`config.mk`:
```
export PLATFORM = sky130hd
export DESIGN_NAME = dmem_debug_arbiter_flat
export DESIGN_NICKNAME = d
export VERILOG_FILES = /design/src/rtl/dmem_debug_arbiter_if.sv /design/src/rtl/dmem_debug_arbiter.sv /design/src/flat_wrapper.sv
export SDC_FILE = /design/constraint.sdc
export NUM_CORES = 1
export LEC_CHECK = 0
export CORE_MARGIN = 2
export CORE_UTILIZATION = 27
export DETAILED_ROUTE_END_ITERATION = 8
export GPL_ROUTABILITY_DRIVEN = 0
export PLACE_DENSITY = 0.84
export SYNTH_ARGS = -nofsm -noshare
export SYNTH_HDL_FRONTEND = slang
export SYNTH_SLANG_ARGS = --single-unit
export TNS_END_PERCENT = 30
```
`constraint.sdc`:
```
create_clock -name i_clk -period 1.55 [get_ports i_clk]
set_input_delay 0.2325 -clock i_clk [delete_from_list [all_inputs] [get_ports i_clk]]
set_output_delay 0.2325 -clock i_clk [all_outputs]
set_load 0.02 [all_outputs]
```
`src/rtl/dmem_debug_arbiter_if.sv`:
```
// Bundle of the pipeline MEM-stage, debug-dump and data-RAM signals around the arbiter.
// The slave modport is the arbiter's view; master is the surrounding pipeline/debug/RAM side.
interface dmem_debug_arbiter_if #(
    parameter int LEN         = 32,
    parameter int NB_MEM_ADDR = 5,
    parameter int NB_CTRL_M   = 3
);
    logic [LEN-1:0]         i_pipe_addr;
    logic [LEN-1:0]         i_pipe_write_data;
    logic [NB_CTRL_M-1:0]   i_pipe_ctrl_mem;
    logic [LEN-1:0]         o_pipe_read_data;
    logic                   o_pipe_stall;

    // Dump beat: o_dbg_valid rises with data/addr and holds them steady until a cycle with
    // i_dbg_ready=1; the beat transfers on that rising clock edge.
    logic                   i_dbg_dump_req;
    logic                   o_dbg_valid;
    logic                   i_dbg_ready;
    logic [LEN-1:0]         o_dbg_data;
    logic [NB_MEM_ADDR-1:0] o_dbg_addr;
    logic                   o_dbg_done;

    logic [NB_MEM_ADDR-1:0] o_mem_addr;
    logic [LEN-1:0]         o_mem_wdata;
    logic                   o_mem_we;
    logic                   o_mem_re;
    logic [LEN-1:0]         i_mem_rdata;

    logic [1:0]             o_fsm_state;

    modport slave (
        input  i_pipe_addr, i_pipe_write_data, i_pipe_ctrl_mem,
        output o_pipe_read_data, o_pipe_stall,
        input  i_dbg_dump_req, i_dbg_ready,
        output o_dbg_valid, o_dbg_data, o_dbg_addr, o_dbg_done,
        output o_mem_addr, o_mem_wdata, o_mem_we, o_mem_re,
        input  i_mem_rdata,
        output o_fsm_state
    );

    modport master (
        output i_pipe_addr, i_pipe_write_data, i_pipe_ctrl_mem,
        input  o_pipe_read_data, o_pipe_stall,
        output i_dbg_dump_req, i_dbg_ready,
        input  o_dbg_valid, o_dbg_data, o_dbg_addr, o_dbg_done,
        input  o_mem_addr, o_mem_wdata, o_mem_we, o_mem_re,
        output i_mem_rdata,
        input  o_fsm_state
    );
endinterface

```
`src/rtl/dmem_debug_arbiter.sv`:
```
// Shares the data-RAM port between the pipeline MEM stage and a debug unit that dumps
// the whole memory word by word, freezing the pipeline for the duration of the dump.
module dmem_debug_arbiter #(
    parameter int LEN         = 32,
    parameter int RAM_DEPTH   = 21,
    parameter int NB_MEM_ADDR = 5,
    parameter int NB_CTRL_M   = 3
) (
    input  logic                 i_clk,
    input  logic                 i_rst,
    dmem_debug_arbiter_if.slave  bus
);
    typedef enum logic [1:0] {IDLE = 2'd0, READ = 2'd1, RESP = 2'd2, DONE = 2'd3} state_t;

    state_t                 r_state, w_next;
    logic [NB_MEM_ADDR-1:0] r_cnt, w_cnt_next;
    logic                   r_load_valid;
    logic                   r_resp_first;
    logic [LEN-1:0]         r_dbg_data;

    logic                   w_in_range, w_mem_read, w_mem_write, w_hs;
    logic [NB_MEM_ADDR-1:0] w_mem_addr;
    logic                   w_mem_we, w_mem_re;
    logic                   w_unused;

    assign w_in_range  = bus.i_pipe_addr < LEN'(RAM_DEPTH);
    assign w_mem_read  = bus.i_pipe_ctrl_mem[1];
    assign w_mem_write = bus.i_pipe_ctrl_mem[0];
    assign w_hs        = (r_state == RESP) && bus.i_dbg_ready;
    // Branch travels on the same bus but has no meaning for memory access.
    assign w_unused    = bus.i_pipe_ctrl_mem[2];

    always_comb begin
        w_next     = r_state;
        w_cnt_next = r_cnt;
        w_mem_addr = bus.i_pipe_addr[NB_MEM_ADDR-1:0];
        w_mem_we   = 1'b0;
        w_mem_re   = 1'b0;
        case (r_state)
            IDLE: begin
                w_mem_we = w_mem_write && w_in_range;
                w_mem_re = w_mem_read && w_in_range;
                if (bus.i_dbg_dump_req) begin
                    w_next     = READ;
                    w_cnt_next = '0;
                end
            end
            READ: begin
                w_mem_addr = r_cnt;
                w_mem_re   = 1'b1;
                w_next     = RESP;
            end
            RESP: begin
                if (w_hs) begin
                    if (r_cnt == NB_MEM_ADDR'(RAM_DEPTH - 1)) begin
                        w_next = DONE;
                    end else begin
                        w_cnt_next = r_cnt + 1'b1;
                        w_next     = READ;
                    end
                end
            end
            DONE: w_next = IDLE;
            default: w_next = IDLE;
        endcase
    end

    always_ff @(posedge i_clk or negedge i_rst) begin
        if (!i_rst) begin
            r_state      <= IDLE;
            r_cnt        <= '0;
            r_load_valid <= 1'b0;
            r_resp_first <= 1'b0;
            r_dbg_data   <= '0;
        end else begin
            r_state      <= w_next;
            r_cnt        <= w_cnt_next;
            r_load_valid <= (r_state == IDLE) && w_mem_read && w_in_range;
            r_resp_first <= (r_state == READ);
            if (r_resp_first) begin
                r_dbg_data <= bus.i_mem_rdata;
            end
        end
    end

    // RAM data arrives during the first RESP cycle; it is forwarded then and held from
    // the register afterwards so a stalled beat stays stable whatever the RAM output does.
    assign bus.o_dbg_data       = r_resp_first ? bus.i_mem_rdata : r_dbg_data;
    assign bus.o_dbg_addr       = r_cnt;
    assign bus.o_dbg_valid      = (r_state == RESP);
    assign bus.o_dbg_done       = (r_state == DONE);
    assign bus.o_pipe_stall     = (r_state != IDLE);
    assign bus.o_pipe_read_data = (r_load_valid && (r_state == IDLE)) ? bus.i_mem_rdata : '0;
    assign bus.o_mem_addr       = w_mem_addr;
    assign bus.o_mem_wdata      = bus.i_pipe_write_data;
    assign bus.o_mem_we         = w_mem_we;
    assign bus.o_mem_re         = w_mem_re;
    assign bus.o_fsm_state      = r_state;
endmodule

```
`src/flat_wrapper.sv`:
```
// flat-port wrapper written by rule: the top's interface ports become plain ports
module dmem_debug_arbiter_flat 
#(
    parameter int LEN         = 32,
    parameter int RAM_DEPTH   = 21,
    parameter int NB_MEM_ADDR = 5,
    parameter int NB_CTRL_M   = 3
)
  (i_clk, i_rst, bus_i_pipe_addr, bus_i_pipe_write_data, bus_i_pipe_ctrl_mem, bus_o_pipe_read_data, bus_o_pipe_stall, bus_i_dbg_dump_req, bus_i_dbg_ready, bus_o_dbg_valid, bus_o_dbg_data, bus_o_dbg_addr, bus_o_dbg_done, bus_o_mem_addr, bus_o_mem_wdata, bus_o_mem_we, bus_o_mem_re, bus_i_mem_rdata, bus_o_fsm_state);
  dmem_debug_arbiter_if #(.LEN(LEN), .NB_MEM_ADDR(NB_MEM_ADDR), .NB_CTRL_M(NB_CTRL_M)) bus_i ();
  input  logic i_clk;
  input  logic i_rst;
  input wire logic [$bits(bus_i.i_pipe_addr)-1:0] bus_i_pipe_addr;
  input wire logic [$bits(bus_i.i_pipe_write_data)-1:0] bus_i_pipe_write_data;
  input wire logic [$bits(bus_i.i_pipe_ctrl_mem)-1:0] bus_i_pipe_ctrl_mem;
  output wire logic [$bits(bus_i.o_pipe_read_data)-1:0] bus_o_pipe_read_data;
  output wire logic [$bits(bus_i.o_pipe_stall)-1:0] bus_o_pipe_stall;
  input wire logic [$bits(bus_i.i_dbg_dump_req)-1:0] bus_i_dbg_dump_req;
  input wire logic [$bits(bus_i.i_dbg_ready)-1:0] bus_i_dbg_ready;
  output wire logic [$bits(bus_i.o_dbg_valid)-1:0] bus_o_dbg_valid;
  output wire logic [$bits(bus_i.o_dbg_data)-1:0] bus_o_dbg_data;
  output wire logic [$bits(bus_i.o_dbg_addr)-1:0] bus_o_dbg_addr;
  output wire logic [$bits(bus_i.o_dbg_done)-1:0] bus_o_dbg_done;
  output wire logic [$bits(bus_i.o_mem_addr)-1:0] bus_o_mem_addr;
  output wire logic [$bits(bus_i.o_mem_wdata)-1:0] bus_o_mem_wdata;
  output wire logic [$bits(bus_i.o_mem_we)-1:0] bus_o_mem_we;
  output wire logic [$bits(bus_i.o_mem_re)-1:0] bus_o_mem_re;
  input wire logic [$bits(bus_i.i_mem_rdata)-1:0] bus_i_mem_rdata;
  output wire logic [$bits(bus_i.o_fsm_state)-1:0] bus_o_fsm_state;
  assign bus_i.i_pipe_addr = bus_i_pipe_addr;
  assign bus_i.i_pipe_write_data = bus_i_pipe_write_data;
  assign bus_i.i_pipe_ctrl_mem = bus_i_pipe_ctrl_mem;
  assign bus_o_pipe_read_data = bus_i.o_pipe_read_data;
  assign bus_o_pipe_stall = bus_i.o_pipe_stall;
  assign bus_i.i_dbg_dump_req = bus_i_dbg_dump_req;
  assign bus_i.i_dbg_ready = bus_i_dbg_ready;
  assign bus_o_dbg_valid = bus_i.o_dbg_valid;
  assign bus_o_dbg_data = bus_i.o_dbg_data;
  assign bus_o_dbg_addr = bus_i.o_dbg_addr;
  assign bus_o_dbg_done = bus_i.o_dbg_done;
  assign bus_o_mem_addr = bus_i.o_mem_addr;
  assign bus_o_mem_wdata = bus_i.o_mem_wdata;
  assign bus_o_mem_we = bus_i.o_mem_we;
  assign bus_o_mem_re = bus_i.o_mem_re;
  assign bus_i.i_mem_rdata = bus_i_mem_rdata;
  assign bus_o_fsm_state = bus_i.o_fsm_state;
  dmem_debug_arbiter #(.LEN(LEN), .RAM_DEPTH(RAM_DEPTH), .NB_MEM_ADDR(NB_MEM_ADDR), .NB_CTRL_M(NB_CTRL_M)) u_core (.i_clk(i_clk), .i_rst(i_rst), .bus(bus_i));
endmodule
```
; Yosys cells after proc, flatten, opt, wreduce, memory -nomap -nowiden
; Cells that the tools add are included.
[word_totals]
register_bits = 41
elab_cells = 38
out_inout_bits = 113
input_bits = 103
[op_classes]
add_sub_neg = 1
muxes = 13
n_eq_ne = 7
magnitude_cmp = 1
n_reduce_logical = 11
[op_table]
columns = operator, count
row1 = two-way mux 32 bit, 2
row2 = < comparator 32 x 5 -> 1 bit (second input constant), 1
row3 = two-way mux 5 bit, 4
row4 = one-hot mux 5 bit (2 select lines), 1
row5 = one-hot mux 2 bit (4 select lines), 1
row6 = logical AND 1 bit, 6
row7 = two-way mux 2 bit, 3
row8 = adder 5 x 1 -> 5 bit (second input constant), 1
row9 = equality test 5 bit (second input constant), 1
row10 = equality test 2 bit (second input constant), 2
row11 = != test 2 bit (second input constant), 2
row12 = AND reduction 4 bit, 1
row13 = nonzero test 2 bit, 2
row14 = equality test 2 x 1 -> 1 bit (second input constant), 1
row15 = logical NOT 2 bit, 1
row16 = != test 2 x 1 -> 1 bit (second input constant), 1
row17 = one-hot mux 1 bit (2 select lines), 1
row18 = AND reduction 2 bit, 1
row19 = two-way mux 1 bit, 1

; Longest topological paths before layout
[logic_depth]
ltp_word = 4
ltp_mapped = 6

; Least setup slack after synthesis
; Ideal clock, no wire load.
[synth_timing]
kind = reg-to-reg
startpoint = reg u_core.r_cnt[0] (netlist: u_core.bus.o_dbg_addr[0])
endpoint = reg u_core.r_cnt[4] (netlist: u_core.bus.o_dbg_addr[4])
stages_incl_launch_ff = 7
synth_period_minus_slack_ps = 1855
setup_slack_ps = -305
arrival_ps = 1760
cell_sequence = dfrtp_1 > inv_1 > ha_1 > and4b_1 > a211o_1 > or2_1 > o31ai_1
[synth_via]
elab_chain_len = 4
word_cells_on_any_way = 7
[synth_rtl]
columns = item, line_no
row1 = from (decl), dmem_debug_arbiter.sv:16  ; logic [NB_MEM_ADDR-1:0] r_cnt, w_cnt_next;
row2 = from (signal assigned), dmem_debug_arbiter.sv:77  ; r_cnt <= w_cnt_next;
row3 = adder 5 x 1 -> 5 bit, dmem_debug_arbiter.sv:58  ; w_cnt_next = r_cnt + 1'b1;
row4 = two-way mux 5 bit, dmem_debug_arbiter.sv:55  ; if (r_cnt == NB_MEM_ADDR'(RAM_DEPTH - 1)) begin
row5 = two-way mux 5 bit, dmem_debug_arbiter.sv:54  ; if (w_hs) begin
row6 = one-hot mux 5 bit (2 select lines), dmem_debug_arbiter.sv:39  ; case (r_state)
; Several ways; a longest one is shown, not always the timed one. The select of a mux whose other input is x is not followed.
; A chain may end at the register's enable or synchronous reset.

; Worst setup path in the final report
[layout_timing]
startpoint = reg u_core.r_state[1] (netlist: u_core.bus.o_fsm_state[1])
endpoint = out bus_o_pipe_read_data[22]
[layout_via]
elab_chain_len = 3
[layout_rtl]
columns = item, line_no
row1 = from (decl), dmem_debug_arbiter.sv:15  ; state_t r_state, w_next;
row2 = from (signal assigned), dmem_debug_arbiter.sv:76  ; r_state <= w_next;
row3 = logical NOT 2 bit, dmem_debug_arbiter.sv:93  ; assign bus.o_pipe_read_data = (r_load_valid && (r_state == IDLE)) ? bus.i_mem_rdata : '0;
row4 = logical AND 1 bit, dmem_debug_arbiter.sv:93
row5 = two-way mux 32 bit, dmem_debug_arbiter.sv:93
row6 = to (decl), flat_wrapper.sv:16  ; output wire logic [$bits(bus_i.o_pipe_read_data)-1:0] bus_o_pipe_read_data;
; Every way passes these cells.

==> key figures <==
Status
  • Outcome: complete, but fails checks
  • Violated checks: negative setup slack

Final layout
  • Layout cell share with drive strength beyond 1: between 50% and 60%
  • Layout Utilization: 52.7%
  • Flip-flop and latch area: 1030 sq um
  • Nets: between 400 and 500
  • Filler cells: between 700 and 800
  • Post-route cell area: between 4000 and 5000 sq um
  • Ant. Diodes: 0
  • Fin cells: approximately 470
  • Area grow syn2layout: 91.6%
  • Area of the multi-input gates: approximately 1100 sq um

Worst setup path
  • Crit. End Element: output pin
  • Startpoint types: register
  • Reg-to-Reg End: u_core.bus.o_dbg_addr[4]$_DFFE_PN0P_
  • Reg2Reg Setup Slack: -50 ps
  • WP data arrival: between 1000 and 1500 ps
  • WS Path Type: register to output pin
  • Worst R2R Path Depth: 6
  • Worst reg2reg startpoint: u_core.bus.o_fsm_state[1]$_DFFE_PN0P_
  • Critical path required time: around 1300 ps
  • Crit path max fanout: 9

Pwr
  • Leakage power: approximately 2 nW
  • Peak supply drop: between 0.8 and 0.9 mV
  • Final Power: ~7.5 mW
  • Pwr dens: ~1800 nW/um^2

Clocking
  • TritonCTS clock tree: yes
  • CTS Root Cell: clkbuf_8
  • H-tree level count: 2
  • CTS sink cnt: ~40
  • Skew-Pair Late Insertion Delay: about 300 ps
  • Total CTS buffers: 5
  • Clock transition at the registers of the reported paths: around 90 ps
  • Clock Tree Buf Depth: 2

Detailed routing
  • Post-route ant nets: 0
  • Wire length per cell: 16.4 um
  • Via count: 2180
  • Residual DRC count: 0
  • Number of DRC markers in iteration 0: 50
  • Wirelength, routed: around 7700 um
  • Drt pass-1 iters: 3
  • Number of vias per cell: ~4.7

Synthesis
  • Commonest cells in the netlist: dfrtp_1 (41), and3_1 (32), buf_4 (32), mux2_2 (32), nand2_1 (16)
  • Top cell type's share of synthesized area: 46.1%
  • Syn_area_per_cell: about 11 sq um
  • Cell Area, Synth: 2220 sq um
  • Post-synthesis sequential area ratio: a little under half
  • Distinct cells, synth: 25
  • Yosys warning count: 0
  • Ys flop type: dfrtp_1
  • Asr flop ratio synth: 100%
  • Post-synth EDFFs: 0
  • Most frequent cell after synthesis: dfrtp_1
  • Synth Net Count: about 320
  • Largest area contributor in the netlist: dfrtp_1
  • Post-Syn Instances: around 210
  • Top cells by area, synth: dfrtp_1 (46%), mux2_2 (16%), buf_4 (11%)
  • Seq cells post-synth: 41

Placement
  • DP Worst Slack: -760 ps
  • Port bufs: 150
  • Post-DP HPWL: 5330 um
  • Placed inst area: around 3800 sq um
  • Placed cell count: 444

STA
  • Max-slew violations: 0
  • Peak Freq: between 500 and 600 MHz
  • Slew HR: around two thirds
  • Worst Skew: ~11 ps
  • Final setup vio count: between 70 and 80
  • Hold Vio Cnt, Final: 0
  • Tcrit/Tclk final: 111%
  • Tightest Pin Transition: 507 ps
  • RSZ-0062 raised after global routing: yes
  • Min Hold Slack: 450 ps
  • Setup TNS: -9800 ps
  • Minimum clock period: approximately 1700 ps
  • Final WS setup: -170 ps

Floorplanning
  • Die height: ~95 um
  • Die ar.: 8980 sq um
  • Die X: roughly 95 um
  • Core Rows: 33
  • Ports: between 200 and 250
  • Core ar.: between 8000 and 9000 sq um
  • Starting Density: a little over a quarter

Global route
  • Gr usage total: between 10% and 20%
  • Pin count of the biggest net entering global routing: 23
  • Initial antenna violation count: 0
  • Vias in the first global route: 2343
  • First-pass GRT wire length: between 10000 and 15000 um
  • Total gr overflow: 0

Flow run
  • Max_cap viols: 0

Worst hold path
  • Hold Crit Class: primary input to async pin
worst max-delay path by stage:
stage | startpoint | slack, ps | endpoint
after detailed placement | bus_i_pipe_addr[16] | -760 | bus_o_mem_we
after global placement | bus_i_pipe_addr[16] | -710 | bus_o_mem_we
final | u_core.bus.o_fsm_state[1]$_DFFE_PN0P_ | -170 | bus_o_pipe_read_data[22]
after CTS | u_core.r_resp_first$_DFF_PN0_ | -180 | bus_o_dbg_data[1]
after global routing | u_core.bus.o_fsm_state[1]$_DFFE_PN0P_ | -240 | bus_o_pipe_read_data[26]
after floorplan | u_core.bus.o_dbg_addr[1]$_DFFE_PN0P_ | -130 | u_core.bus.o_dbg_addr[4]$_DFFE_PN0P_
cell families (layout without fill, tap and decap cells):
group	after synthesis	count (layout)	share of synthesized area, %
multiplexers	34	34	17.1
adder cells (fa/ha/maj)	2	2	1.12
buffers and inverters	47	199	13.3
flip-flops	41	41	46.1
AND/OR/NAND/NOR	74	74	18.7
AO/OA/AOI/OAI	13	13	3.66
metal layers:
| metal | wire length, um | track usage [%] |
|---|---|---|
| met5 | 0 | 0 |
| met4 | 96 | 5.19 |
| met3 | 577 | 4.79 |
| met2 | 4130 | 30.9 |
| met1 | 2860 | 17.6 |
repair_timing:
action / CTS / global route
cloned: 5 / 1
hold buffers: 1 / 0
buffers inserted: 5 / 4
pin swaps: 27 / 2
endpoints found under the setup margin: 84 / 80
hold endpoints to repair: 19 / 0
resized for setup: 432 / 68
cells in the final DEF, fill, tap and decap left out, drive strengths merged, types with 3 or more instances in the layout:
master,n
and3,32
and4,3
buf,106
clkbuf,8
clkdlybuf4s15,4
clkdlybuf4s50,40
dfrtp,41
dlygate4sd2,33
inv,5
mux2,32
nand2,16
nand3,4
nor2,4
nor3,3
nor4,6
o21ai,8
flip-flops by register name, indices dropped and copies added (netlist names):
| name | cells |
|---|---|
| u_core.r_load_valid | 1 |
| u_core.r_resp_first | 1 |
| u_core.bus.o_dbg_addr | 5 |
| u_core.bus.o_fsm_state | 2 |
| u_core.r_dbg_data | 32 |
where the power goes:
part	leakage, nW	switching (mW)	internal [mW]
registers	0.491	0.185	1.57
logic	1.51	2.28	2.57
clock network	0.0574	0.391	0.524
total	2.06	2.86	4.66
worst max-delay path: stages, from the launching register on:
cell     delay [ps]
dfrtp_2         440
nor2_4          170
buf_12          160
buf_8           130
and3_1          180
buf_6           120
layout make-up:
cell class | count | area share [%]
inverters | 5 | 0.440
flip-flops and latches | 41 | 24.2
well taps | 105 | 3.08
multi-input cells | 123 | 25.4
repair buffers | 186 | 44.1
clock inverters | 2 | 0.881
clock buffers | 6 | 1.94
No activity file was read; power rests on OpenSTA's default activity.
